`config.mk`:
```
export PLATFORM = sky130hd
export DESIGN_NAME = des_round_engine
export DESIGN_NICKNAME = d
export VERILOG_FILES = /design/src/rtl/des_pkg.sv /design/src/rtl/des_feistel_f.sv /design/src/rtl/des_round_engine.sv
export SDC_FILE = /design/constraint.sdc
export NUM_CORES = 1
export LEC_CHECK = 0
export ABC_AREA = 1
export CAP_MARGIN = 20
export CORE_UTILIZATION = 55
export CTS_CLUSTER_SIZE = 12
export DETAILED_ROUTE_END_ITERATION = 6
export GPL_ROUTABILITY_DRIVEN = 0
export PLACE_DENSITY = 0.81
export SETUP_SLACK_MARGIN = 0.05
export SLEW_MARGIN = 20
export SYNTH_ARGS = -nofsm -noshare
export SYNTH_HDL_FRONTEND = slang
export SYNTH_HIERARCHICAL = 1
export SYNTH_SLANG_ARGS = --single-unit
```
`constraint.sdc`:
```
create_clock -name clk -period 6.9 [get_ports clk]
set_input_delay 0.69 -clock clk [delete_from_list [all_inputs] [get_ports clk]]
set_output_delay 0.69 -clock clk [all_outputs]
set_load 0.005 [all_outputs]
```
`src/rtl/des_pkg.sv`:
```
// Shared DES definitions for the iterative round engine: block/subkey widths,
// FSM state type, and the standard E, P and S-box tables.
// Build option DES_ROUND_UNROLL2_EN selects two Feistel rounds per clock.
package des_pkg;

   localparam int DES_ROUNDS  = 16;
   localparam int DES_BLOCK_W = 64;
   localparam int DES_KEY_W   = 48;
   localparam int DES_HALF_W  = 32;

`ifdef DES_ROUND_UNROLL2_EN
   localparam int DES_STEPS = DES_ROUNDS / 2;
`else
   localparam int DES_STEPS = DES_ROUNDS;
`endif

   typedef enum logic [1:0] {
      ST_IDLE  = 2'd0,
      ST_ROUND = 2'd1,
      ST_DONE  = 2'd2
   } des_round_state_t;

   // Entries are 1-based from the MSB, as in the published tables.
   localparam int E_TABLE [48] = '{
      32,  1,  2,  3,  4,  5,
       4,  5,  6,  7,  8,  9,
       8,  9, 10, 11, 12, 13,
      12, 13, 14, 15, 16, 17,
      16, 17, 18, 19, 20, 21,
      20, 21, 22, 23, 24, 25,
      24, 25, 26, 27, 28, 29,
      28, 29, 30, 31, 32,  1
   };

   localparam int P_TABLE [32] = '{
      16,  7, 20, 21, 29, 12, 28, 17,
       1, 15, 23, 26,  5, 18, 31, 10,
       2,  8, 24, 14, 32, 27,  3,  9,
      19, 13, 30,  6, 22, 11,  4, 25
   };

   // Indexed [box][{row, col}], row = {b1, b6}, col = b2..b5.
   localparam int S_TABLE [8][64] = '{
      '{14,  4, 13,  1,  2, 15, 11,  8,  3, 10,  6, 12,  5,  9,  0,  7,
         0, 15,  7,  4, 14,  2, 13,  1, 10,  6, 12, 11,  9,  5,  3,  8,
         4,  1, 14,  8, 13,  6,  2, 11, 15, 12,  9,  7,  3, 10,  5,  0,
        15, 12,  8,  2,  4,  9,  1,  7,  5, 11,  3, 14, 10,  0,  6, 13},
      '{15,  1,  8, 14,  6, 11,  3,  4,  9,  7,  2, 13, 12,  0,  5, 10,
         3, 13,  4,  7, 15,  2,  8, 14, 12,  0,  1, 10,  6,  9, 11,  5,
         0, 14,  7, 11, 10,  4, 13,  1,  5,  8, 12,  6,  9,  3,  2, 15,
        13,  8, 10,  1,  3, 15,  4,  2, 11,  6,  7, 12,  0,  5, 14,  9},
      '{10,  0,  9, 14,  6,  3, 15,  5,  1, 13, 12,  7, 11,  4,  2,  8,
        13,  7,  0,  9,  3,  4,  6, 10,  2,  8,  5, 14, 12, 11, 15,  1,
        13,  6,  4,  9,  8, 15,  3,  0, 11,  1,  2, 12,  5, 10, 14,  7,
         1, 10, 13,  0,  6,  9,  8,  7,  4, 15, 14,  3, 11,  5,  2, 12},
      '{ 7, 13, 14,  3,  0,  6,  9, 10,  1,  2,  8,  5, 11, 12,  4, 15,
        13,  8, 11,  5,  6, 15,  0,  3,  4,  7,  2, 12,  1, 10, 14,  9,
        10,  6,  9,  0, 12, 11,  7, 13, 15,  1,  3, 14,  5,  2,  8,  4,
         3, 15,  0,  6, 10,  1, 13,  8,  9,  4,  5, 11, 12,  7,  2, 14},
      '{ 2, 12,  4,  1,  7, 10, 11,  6,  8,  5,  3, 15, 13,  0, 14,  9,
        14, 11,  2, 12,  4,  7, 13,  1,  5,  0, 15, 10,  3,  9,  8,  6,
         4,  2,  1, 11, 10, 13,  7,  8, 15,  9, 12,  5,  6,  3,  0, 14,
        11,  8, 12,  7,  1, 14,  2, 13,  6, 15,  0,  9, 10,  4,  5,  3},
      '{12,  1, 10, 15,  9,  2,  6,  8,  0, 13,  3,  4, 14,  7,  5, 11,
        10, 15,  4,  2,  7, 12,  9,  5,  6,  1, 13, 14,  0, 11,  3,  8,
         9, 14, 15,  5,  2,  8, 12,  3,  7,  0,  4, 10,  1, 13, 11,  6,
         4,  3,  2, 12,  9,  5, 15, 10, 11, 14,  1,  7,  6,  0,  8, 13},
      '{ 4, 11,  2, 14, 15,  0,  8, 13,  3, 12,  9,  7,  5, 10,  6,  1,
        13,  0, 11,  7,  4,  9,  1, 10, 14,  3,  5, 12,  2, 15,  8,  6,
         1,  4, 11, 13, 12,  3,  7, 14, 10, 15,  6,  8,  0,  5,  9,  2,
         6, 11, 13,  8,  1,  4, 10,  7,  9,  5,  0, 15, 14,  2,  3, 12},
      '{13,  2,  8,  4,  6, 15, 11,  1, 10,  9,  3, 14,  5,  0, 12,  7,
         1, 15, 13,  8, 10,  3,  7,  4, 12,  5,  6, 11,  0, 14,  9,  2,
         7, 11,  4,  1,  9, 12, 14,  2,  0,  6, 10, 13, 15,  3,  5,  8,
         2,  1, 14,  7,  4, 10,  8, 13, 15, 12,  9,  0,  3,  5,  6, 11}
   };

endpackage

```
`src/rtl/des_feistel_f.sv`:
```
// DES round function f(R, K): E-expansion, key mix, S1..S8, P permutation.
// Purely combinational; the engine instantiates it once, or twice when
// DES_ROUND_UNROLL2_EN chains two rounds per clock.
module des_feistel_f
   import des_pkg::*;
(
   input  logic [DES_HALF_W-1:0] r_in,
   input  logic [DES_KEY_W-1:0]  k_in,
   output logic [DES_HALF_W-1:0] f_out
);

   logic [DES_KEY_W-1:0]  e_x;
   logic [DES_KEY_W-1:0]  mix;
   logic [DES_HALF_W-1:0] s_out;

   // Table entry n addresses vector bit (width - n), so entry 1 is the MSB.
   for (genvar i = 0; i < 48; i++) begin : g_expand
      assign e_x[47-i] = r_in[32-E_TABLE[i]];
   end

   assign mix = e_x ^ k_in;

   for (genvar b = 0; b < 8; b++) begin : g_sbox
      logic [5:0] six;
      assign six = mix[47-6*b -: 6];
      assign s_out[31-4*b -: 4] = 4'(S_TABLE[b][{six[5], six[0], six[4:1]}]);
   end

   for (genvar i = 0; i < 32; i++) begin : g_perm
      assign f_out[31-i] = s_out[32-P_TABLE[i]];
   end

endmodule

```
`src/rtl/des_round_engine.sv`:
```
// Iterative DES Feistel core between the IP and FP stages. Takes the
// IP-permuted block, runs the 16 rounds with subkeys fetched by round_idx
// from an external key schedule, and presents {R16, L16}.
// Build option DES_ROUND_UNROLL2_EN: two rounds per clock, adds subkey_b.
//
//   state    | meaning
//   ---------+-------------------------------------------------
//   ST_IDLE  | in_ready high, waiting for in_valid
//   ST_ROUND | one (or two) Feistel rounds per clock
//   ST_DONE  | out_valid high, result held until out_ready
module des_round_engine
   import des_pkg::*;
(
   input  logic                   clk,
   input  logic                   rst,
   input  logic                   in_valid,
   output logic                   in_ready,
   input  logic [DES_BLOCK_W-1:0] data_in,
   input  logic                   decrypt,
   output logic [3:0]             round_idx,
   input  logic [DES_KEY_W-1:0]   subkey,
`ifdef DES_ROUND_UNROLL2_EN
   input  logic [DES_KEY_W-1:0]   subkey_b,
`endif
   output logic                   out_valid,
   input  logic                   out_ready,
   output logic [DES_BLOCK_W-1:0] data_out
);

   localparam logic [3:0] CNT_LAST = 4'(DES_STEPS - 1);
   localparam logic [3:0] IDX_STEP = 4'(DES_ROUNDS / DES_STEPS);
   localparam logic [3:0] IDX_TOP  = 4'(DES_ROUNDS - 1);

   des_round_state_t      state_q, state_d;
   logic [DES_HALF_W-1:0] l_q, l_d, r_q, r_d;
   logic [3:0]            cnt_q, cnt_d;
   logic [3:0]            idx_q, idx_d;
   logic                  dec_q, dec_d;
   logic                  in_ready_q, in_ready_d;
   logic                  out_valid_q, out_valid_d;

   logic [DES_HALF_W-1:0] f_a, r_step1, l_new, r_new;

   des_feistel_f u_f_a (
      .r_in  (r_q),
      .k_in  (subkey),
      .f_out (f_a)
   );

   assign r_step1 = l_q ^ f_a;

`ifdef DES_ROUND_UNROLL2_EN
   logic [DES_HALF_W-1:0] f_b;

   // Second round consumes the first round's output within the same clock.
   des_feistel_f u_f_b (
      .r_in  (r_step1),
      .k_in  (subkey_b),
      .f_out (f_b)
   );

   assign l_new = r_step1;
   assign r_new = r_q ^ f_b;
`else
   assign l_new = r_q;
   assign r_new = r_step1;
`endif

   // Next-state, datapath and handshake decode.
   always_comb begin
      state_d     = state_q;
      l_d         = l_q;
      r_d         = r_q;
      cnt_d       = cnt_q;
      idx_d       = idx_q;
      dec_d       = dec_q;
      in_ready_d  = in_ready_q;
      out_valid_d = out_valid_q;
      case (state_q)
         ST_IDLE: begin
            if (in_valid && in_ready_q) begin
               l_d        = data_in[63:32];
               r_d        = data_in[31:0];
               dec_d      = decrypt;
               cnt_d      = 4'd0;
               idx_d      = decrypt ? IDX_TOP : 4'd0;
               in_ready_d = 1'b0;
               state_d    = ST_ROUND;
            end
         end
         ST_ROUND: begin
            l_d   = l_new;
            r_d   = r_new;
            cnt_d = cnt_q + 4'd1;
            idx_d = dec_q ? (idx_q - IDX_STEP) : (idx_q + IDX_STEP);
            if (cnt_q == CNT_LAST) begin
               idx_d       = 4'd0;
               out_valid_d = 1'b1;
               state_d     = ST_DONE;
            end
         end
         ST_DONE: begin
            if (out_ready) begin
               out_valid_d = 1'b0;
               in_ready_d  = 1'b1;
               state_d     = ST_IDLE;
            end
         end
         default: begin
            idx_d       = 4'd0;
            out_valid_d = 1'b0;
            in_ready_d  = 1'b1;
            state_d     = ST_IDLE;
         end
      endcase
   end

   // State, L/R and handshake registers; reset discards any partial block.
   always_ff @(posedge clk or posedge rst) begin
      if (rst) begin
         state_q     <= ST_IDLE;
         l_q         <= '0;
         r_q         <= '0;
         cnt_q       <= 4'd0;
         idx_q       <= 4'd0;
         dec_q       <= 1'b0;
         in_ready_q  <= 1'b1;
         out_valid_q <= 1'b0;
      end else begin
         state_q     <= state_d;
         l_q         <= l_d;
         r_q         <= r_d;
         cnt_q       <= cnt_d;
         idx_q       <= idx_d;
         dec_q       <= dec_d;
         in_ready_q  <= in_ready_d;
         out_valid_q <= out_valid_d;
      end
   end

   assign in_ready  = in_ready_q;
   assign out_valid = out_valid_q;
   assign round_idx = idx_q;
   assign data_out  = {r_q, l_q};

endmodule
```
==> results of run 1 <==
==> cell usage in the layout (no fill, tap or decap), drive strengths merged <==
master         instances
nand3b                 2
inv                  177
mux2                   1
o22ai                 15
diode                  2
dfrtp                 76
a21oi                 21
nand3                302
a21o                   1
xor2                  22
bufinv                 1
xnor2                 23
clkdlybuf4s50        186
clkinv                 5
ha                    65
a22oi                  1
or2                   19
dfstp                  1
clkinvlp               1
nand2                681
o21ai                 75
buf                    4
o211ai                35
nand4                  1
fa                     1
nor2                  42
clkbuf                 9
==> report_power, final <==
group	internal, W	leakage [nW]	switching [W]	total (W)
clock network	0.000286	0.147	0.000229	0.000515
registers	0.000681	0.923	0.000332	0.00101
logic	0.00170	4.98	0.00269	0.00439
total	0.00266	6.05	0.00325	0.00592
==> per-stage QoR <==
step	util [%]	hold slack [ps]	cell area (sq um)
2_1_floorplan	-	470.2	9523
3_3_place_gp	67.86	490.3	11370
3_5_place_dp	67.86	492.8	11370
4_1_cts	69.69	503.9	11680
5_1_grt	69.73	538.4	11690
6_report	69.74	501.8	11690
==> cells by family after synthesis <==
group	Yosys count
mux	1
fa+ha+maj	66
buf+inv	232
xor+xnor	45
simple gates	1047
flops	77
compound gates	148
==> state kept, by name, indices dropped and copies added, names as in the netlist <==
| register | cells |
|---|---|
| in_ready | 1 |
| round_idx | 4 |
| out_valid | 1 |
| cnt_q | 4 |
| state_q | 2 |
| l_new | 32 |
| dec_q | 1 |
| l_q | 32 |
==> worst paths after layout <==
check	startpoint	to	slack, ps
setup / recovery	state_q[0]$_DFFE_PP0P_	l_new[1]$_DFFE_PP0P_	3810
hold / removal	cnt_q[0]$_DFFE_PP0P_	cnt_q[0]$_DFFE_PP0P_	500
setup reg to reg	state_q[0]$_DFFE_PP0P_	l_new[1]$_DFFE_PP0P_	3810
hold reg to reg	cnt_q[0]$_DFFE_PP0P_	cnt_q[0]$_DFFE_PP0P_	500
max in group asynchronous	rst	l_q[14]$_DFFE_PP0P_	5490
min in group asynchronous	rst	round_idx[0]$_DFFE_PP0P_	870
==> per-layer routing <==
layer	vias to the layer above	track usage, %	routed length (um)
li1	5485	-	-
met1	4999	42.37	12690
met2	524	50.72	12870
met3	53	5.860	2353
met4	0	11.43	714
met5	-	0	0
==> layout make-up <==
class / count / area, sq um / area share (%)
diodes: 2 / 5.005 / 0.04282
clock buffers: 9 / 225.2 / 1.927
clock inverters: 7 / 81.33 / 0.6958
inverters: 177 / 665.6 / 5.695
multi-input cells: 1307 / 6613 / 56.57
flip-flops and latches: 77 / 1928 / 16.50
well taps: 220 / 275.3 / 2.355
repair buffers: 190 / 1896 / 16.22
==> summary.md, run 1 <==
| Metric | Value |
|---|---|
| Total gr overflow | `0` |
| Maximum root-to-sink buffer count | `2` |
| Sequential area share after synthesis | `20.25%` |
| Vias in the first global route | `9567` |
| Yosys warning count | `6` |
| Placed Cells | `1971` |
| # port buffers | `186` |
| # nets final | `1945` |
| Total core area | `16760 sq um` |
| Final cell count without fillers | `1989` |
| CP cell instances | `buf_4 > inv_2 > nor2_4 > inv_2 > nand2_4 > buf_4 > o21ai_0 > o22ai_1` |
| Leak | `6.055 nW` |
| Post-Route WL | `28630 um` |
| Clock Pin Slew Worst Setup and Hold Paths | `70 ps` |
| CP max FO | `88` |
| Adder-cell share of the synthesized area | `8.750%` |
| Synth top area share | `26.76%` |
| Die Y | `133.6 um` |
| Count leader, synth | `nand2_1` |
| Residual DRC count | `0` |
| First-pass GRT wire length | `45780 um` |
| Routed len/inst | `14.39 um` |
| CP Launch Type | `register` |
| Critical path's top delay family | `buffers and inverters` |
| Place WS | `3622 ps` |
| Core Rows | `47` |
| Largest family of logic cells by synthesized area | `simple AND/OR/NAND/NOR gates` |
| Simple-gate area share of the yosys netlist | `46.34%` |
| Synthesized Nets | `1799` |
| Synth area leaders | `nand2_1 27%, dfrtp_1 20%, nand3_1 16%` |
| Post-synth EDFFs | `0` |
| CP Capture Type | `register` |
| Total Die Area | `17850 sq um` |
| Req. time, crit path | `7170 ps` |
| Post-synthesis xor/xnor area fraction | `5.164%` |
| Worst slew pin tran | `1037 ps` |
| Number of synthesized register bits | `77` |
| Post-Route Skew | `8.199 ps` |
| Worst setup path class | `reg -> reg` |
| Critical path buffers and inverters | `4` |
| Detailed Route Iter0 Violations | `1061` |
| CTS buffer count | `9` |
| I/O pin cnt | `187` |
| Vias per inst | `5.561` |
| Final Hold Fails | `0` |
| CTS tree | `done` |
| Min-Delay Path Class | `reg -> reg` |
| RSZ-0062 raised after global routing | `no` |
| R2R depth | `8` |
| Largest net degree at the start of global routing | `89` |
| Min Tclk post-route | `3092 ps` |
| Compound-gate portion of the synthesized area | `9.066%` |
| Status | `completed` |
| Worst hold path depth | `1` |
| WP data arrival | `3360 ps` |
| Post-DRT Antenna Nets | `0` |
| Cell Area, Synth | `9523 sq um` |
| P per Cell Area | `506.2 nW/um^2` |
| Critical-path top delay cell | `buf_4` |
| First-pass DRT Iterations | `6` |
| Final Power | `0.005917 W` |
| CTS HTree Levels | `3` |
| Clock Tree Root | `clkbuf_16` |
| Final HPWL DP | `20930 um` |
| Post-CTS Setup Bufs | `0` |
| # clock sinks | `77` |
| Chip width | `133.6 um` |
| Mapped Cells | `1616` |
| Async S/R FF share, synth | `100.0%` |
| Prevailing post-synth register cell | `dfrtp_1` |
| Cell taking the most area after synthesis | `nand2_1` |
| Max Cap Viol | `0` |
| Worst slew margin | `30.36%` |
| Fin crit share | `44.82%` |
| Crit-path max cell delay | `740 ps` |
| Cell count along the critical path | `8` |
| Worst-skew pair later-pin latency | `360 ps` |
| Share of layout cells above drive strength 1 | `4.075%` |
| Total GRT Usage | `31.63%` |
| Fin worst setup slack | `3808 ps` |
| Achievable frequency | `0.3234 GHz` |
| # resized after CTS | `0` |
| Post-CTS Hold Buffers | `0` |
| Fillcell total | `1556` |
| Initial antenna violation count | `3` |
| Synth unique cells | `37` |
| Final setup vio count | `0` |
| Final slew viol count | `0` |
| Maximum VDD drop | `487.2 uV` |
| Mux cell area share after synthesis | `0.1182%` |
| Starting Density | `56.82%` |
| Synth cell count leaders | `679 x nand2_1, 299 x nand3_1, 167 x inv_1` |
| Setup TNS | `0 ps` |
| Via count | `11.06k` |
| P&R area growth vs syn | `22.74%` |
| Avg Cell Area, Syn | `5.893 sq um` |
Note: power is estimated with default switching activity, not from simulation.
==> run 2, diff against run 1 <==
--- a/config.mk
+++ b/config.mk
@@ -7,11 +7,11 @@
 export LEC_CHECK = 0
 export ABC_AREA = 1
 export CAP_MARGIN = 20
-export CORE_UTILIZATION = 55
+export CORE_UTILIZATION = 54
 export CTS_CLUSTER_SIZE = 12
 export DETAILED_ROUTE_END_ITERATION = 6
 export GPL_ROUTABILITY_DRIVEN = 0
-export PLACE_DENSITY = 0.81
+export PLACE_DENSITY = 0.8
 export SETUP_SLACK_MARGIN = 0.05
 export SLEW_MARGIN = 20
 export SYNTH_ARGS = -nofsm -noshare
==> constraint.sdc (replaced) <==
create_clock -name clk -period 2.97 [get_ports clk]
set_input_delay 0.297 -clock clk [delete_from_list [all_inputs] [get_ports clk]]
set_output_delay 0.297 -clock clk [all_outputs]
set_load 0.005 [all_outputs]
==> summary.md, run 2 (synthesized netlist as in run 1, its figures left out) <==
| Metric | Value |
|---|---|
| Crit-path max cell delay | `500 ps` |
| Via count | `11.19k` |
| # resized after CTS | `0` |
| Starting Density | `55.25%` |
| CTS HTree Levels | `3` |
| Total GRT Usage | `32.80%` |
| Min-Delay Path Class | `in -> async` |
| # nets final | `1966` |
| Die Y | `134.8 um` |
| Detailed Route Iter0 Violations | `973` |
| GR Layer Usage met3 | `3.791%` |
| Core Rows | `48` |
| Top Usage Layer GRT | `met2` |
| Most common cell after layout, fill and taps aside | `nand2_1` |
| RSZ-0062 raised after global routing | `no` |
| Max Cap Viol | `0` |
| Min Tclk post-route | `2541 ps` |
| Setup TNS | `0 ps` |
| Routed len/inst | `14.45 um` |
| Maximum VDD drop | `937.6 uV` |
| Final Hold Fails | `0` |
| Total gr overflow | `0` |
| CP Capture Type | `register` |
| Status | `completed` |
| Post-CTS Setup Bufs | `0` |
| Vias in the first global route | `9859` |
| Post-DRT Antenna Nets | `0` |
| Met2 Use GR | `54.15%` |
| Post-CTS Hold Buffers | `0` |
| Maximum root-to-sink buffer count | `2` |
| WP data arrival | `2810 ps` |
| Fin crit share | `85.57%` |
| Final setup vio count | `0` |
| P per Cell Area | `1181 nW/um^2` |
| Achievable frequency | `0.3935 GHz` |
| First-pass GRT wire length | `48020 um` |
| Critical path buffers and inverters | `2` |
| CP max FO | `8` |
| Req. time, crit path | `3240 ps` |
| Initial antenna violation count | `2` |
| CTS tree | `done` |
| CTS buffer count | `9` |
| Residual DRC count | `0` |
| Most frequent CP cell | `nand2_1` |
| Vias per inst | `5.553` |
| Worst slew margin | `28.75%` |
| Commonest non-fill, non-tap cells in the layout | `679 x nand2_1, 299 x nand3_1, 186 x clkdlybuf4s50_1` |
| Total Die Area | `18170 sq um` |
| Post-Route Skew | `11.31 ps` |
| Fillcell total | `1581` |
| Fin worst setup slack | `428.7 ps` |
| Chip width | `134.8 um` |
| Place WS | `216.0 ps` |
| Total core area | `17240 sq um` |
| Share of layout cells above drive strength 1 | `5.201%` |
| Post-Route WL | `29120 um` |
| Critical path's top delay family | `simple AND/OR/NAND/NOR gates` |
| Critical-path top delay cell | `dfrtp_1` |
| I/O pin cnt | `187` |
| Worst setup path class | `reg -> reg` |
| CP cell instances | `inv_1 > nand2_1 > nand2_1 > ha_1 > inv_1 > nand2_1 > nand3_1 > nand3_1 > nand2_1 > nand2_1 > nand2_1 > or2_2 > nand3_1 > o211ai_1 > o21ai_0` |
| # clock sinks | `77` |
| Clock Pin Slew Worst Setup and Hold Paths | `70 ps` |
| CP Launch Type | `register` |
| Largest net degree at the start of global routing | `86` |
| P&R area growth vs syn | `24.82%` |
| # port buffers | `186` |
| Final slew viol count | `0` |
| Worst slew pin tran | `1061 ps` |
| GRT met1 Usage | `44.97%` |
| Clock Tree Root | `clkbuf_16` |
| Leak | `6.174 nW` |
| Worst-skew pair later-pin latency | `360 ps` |
| Final HPWL DP | `22240 um` |
| First-pass DRT Iterations | `6` |
run 2: area by class of cell:
class	instances	area (sq um)	share of cell area (%)
multi-input cells	1307	6613	55.63
diodes	2	5.005	0.04211
clock inverters	7	81.33	0.6842
inverters	177	665.6	5.600
well taps	225	281.5	2.368
repair buffers	211	2087	17.56
flip-flops and latches	77	1928	16.22
clock buffers	9	225.2	1.895
run 2: worst paths after layout:
| kind | start | to | slack [ps] | cells past startpoint |
|---|---|---|---|---|
| max | l_new[12]$_DFFE_PP0P_ | l_new[24]$_DFFE_PP0P_ | 430 | 15 |
| min | rst | l_q[31]$_DFFE_PP0P_ | 310 | 2 |
| max reg2reg | l_new[12]$_DFFE_PP0P_ | l_new[24]$_DFFE_PP0P_ | 430 | 15 |
| min reg2reg | round_idx[2]$_DFFE_PP0P_ | round_idx[2]$_DFFE_PP0P_ | 520 | 2 |
| max in group asynchronous | rst | l_new[25]$_DFFE_PP0P_ | 2010 | 3 |
| min in group clk | round_idx[2]$_DFFE_PP0P_ | round_idx[2]$_DFFE_PP0P_ | 520 | 2 |
run 2: layer usage:
| metal | share of wire [%] | vias up |
|---|---|---|
| li1 | - | 5526 |
| met1 | 44 | 5128 |
| met2 | 46 | 487 |
| met3 | 7.7 | 48 |
| met4 | 2.3 | 0 |
| met5 | 0 | - |
run 2: power by group:
part           switching (W)  leakage (nW)  internal, W
clock               0.000508         0.153     0.000666
combinational        0.00634          5.10      0.00416
sequential          0.000776         0.923      0.00158
total                0.00763          6.17      0.00640
run 2: worst reg2reg max path, stage by stage (launching register included):
cell	delay [ps]
dfrtp_1	500
inv_1	100
nand2_1	70
nand2_1	180
ha_1	390
inv_1	80
nand2_1	170
nand3_1	130
nand3_1	110
nand2_1	60
nand2_1	60
nand2_1	60
or2_2	290
nand3_1	70
o211ai_1	90
o21ai_0	90
run 2: metrics by stage:
step	total power (W)	cells	util [%]	area, sq um	hold slack (ps)
6_report	0.01403	2015	68.96	11890	310.0
5_1_grt	0.01548	2014	68.95	11880	370.6
4_1_cts	0.01391	2013	68.93	11880	328.3
3_5_place_dp	0.01266	1997	67.15	11570	506.9
3_3_place_gp	0.01246	1997	67.15	11570	494.0
2_1_floorplan	0.009590	1616	-	9523	447.5
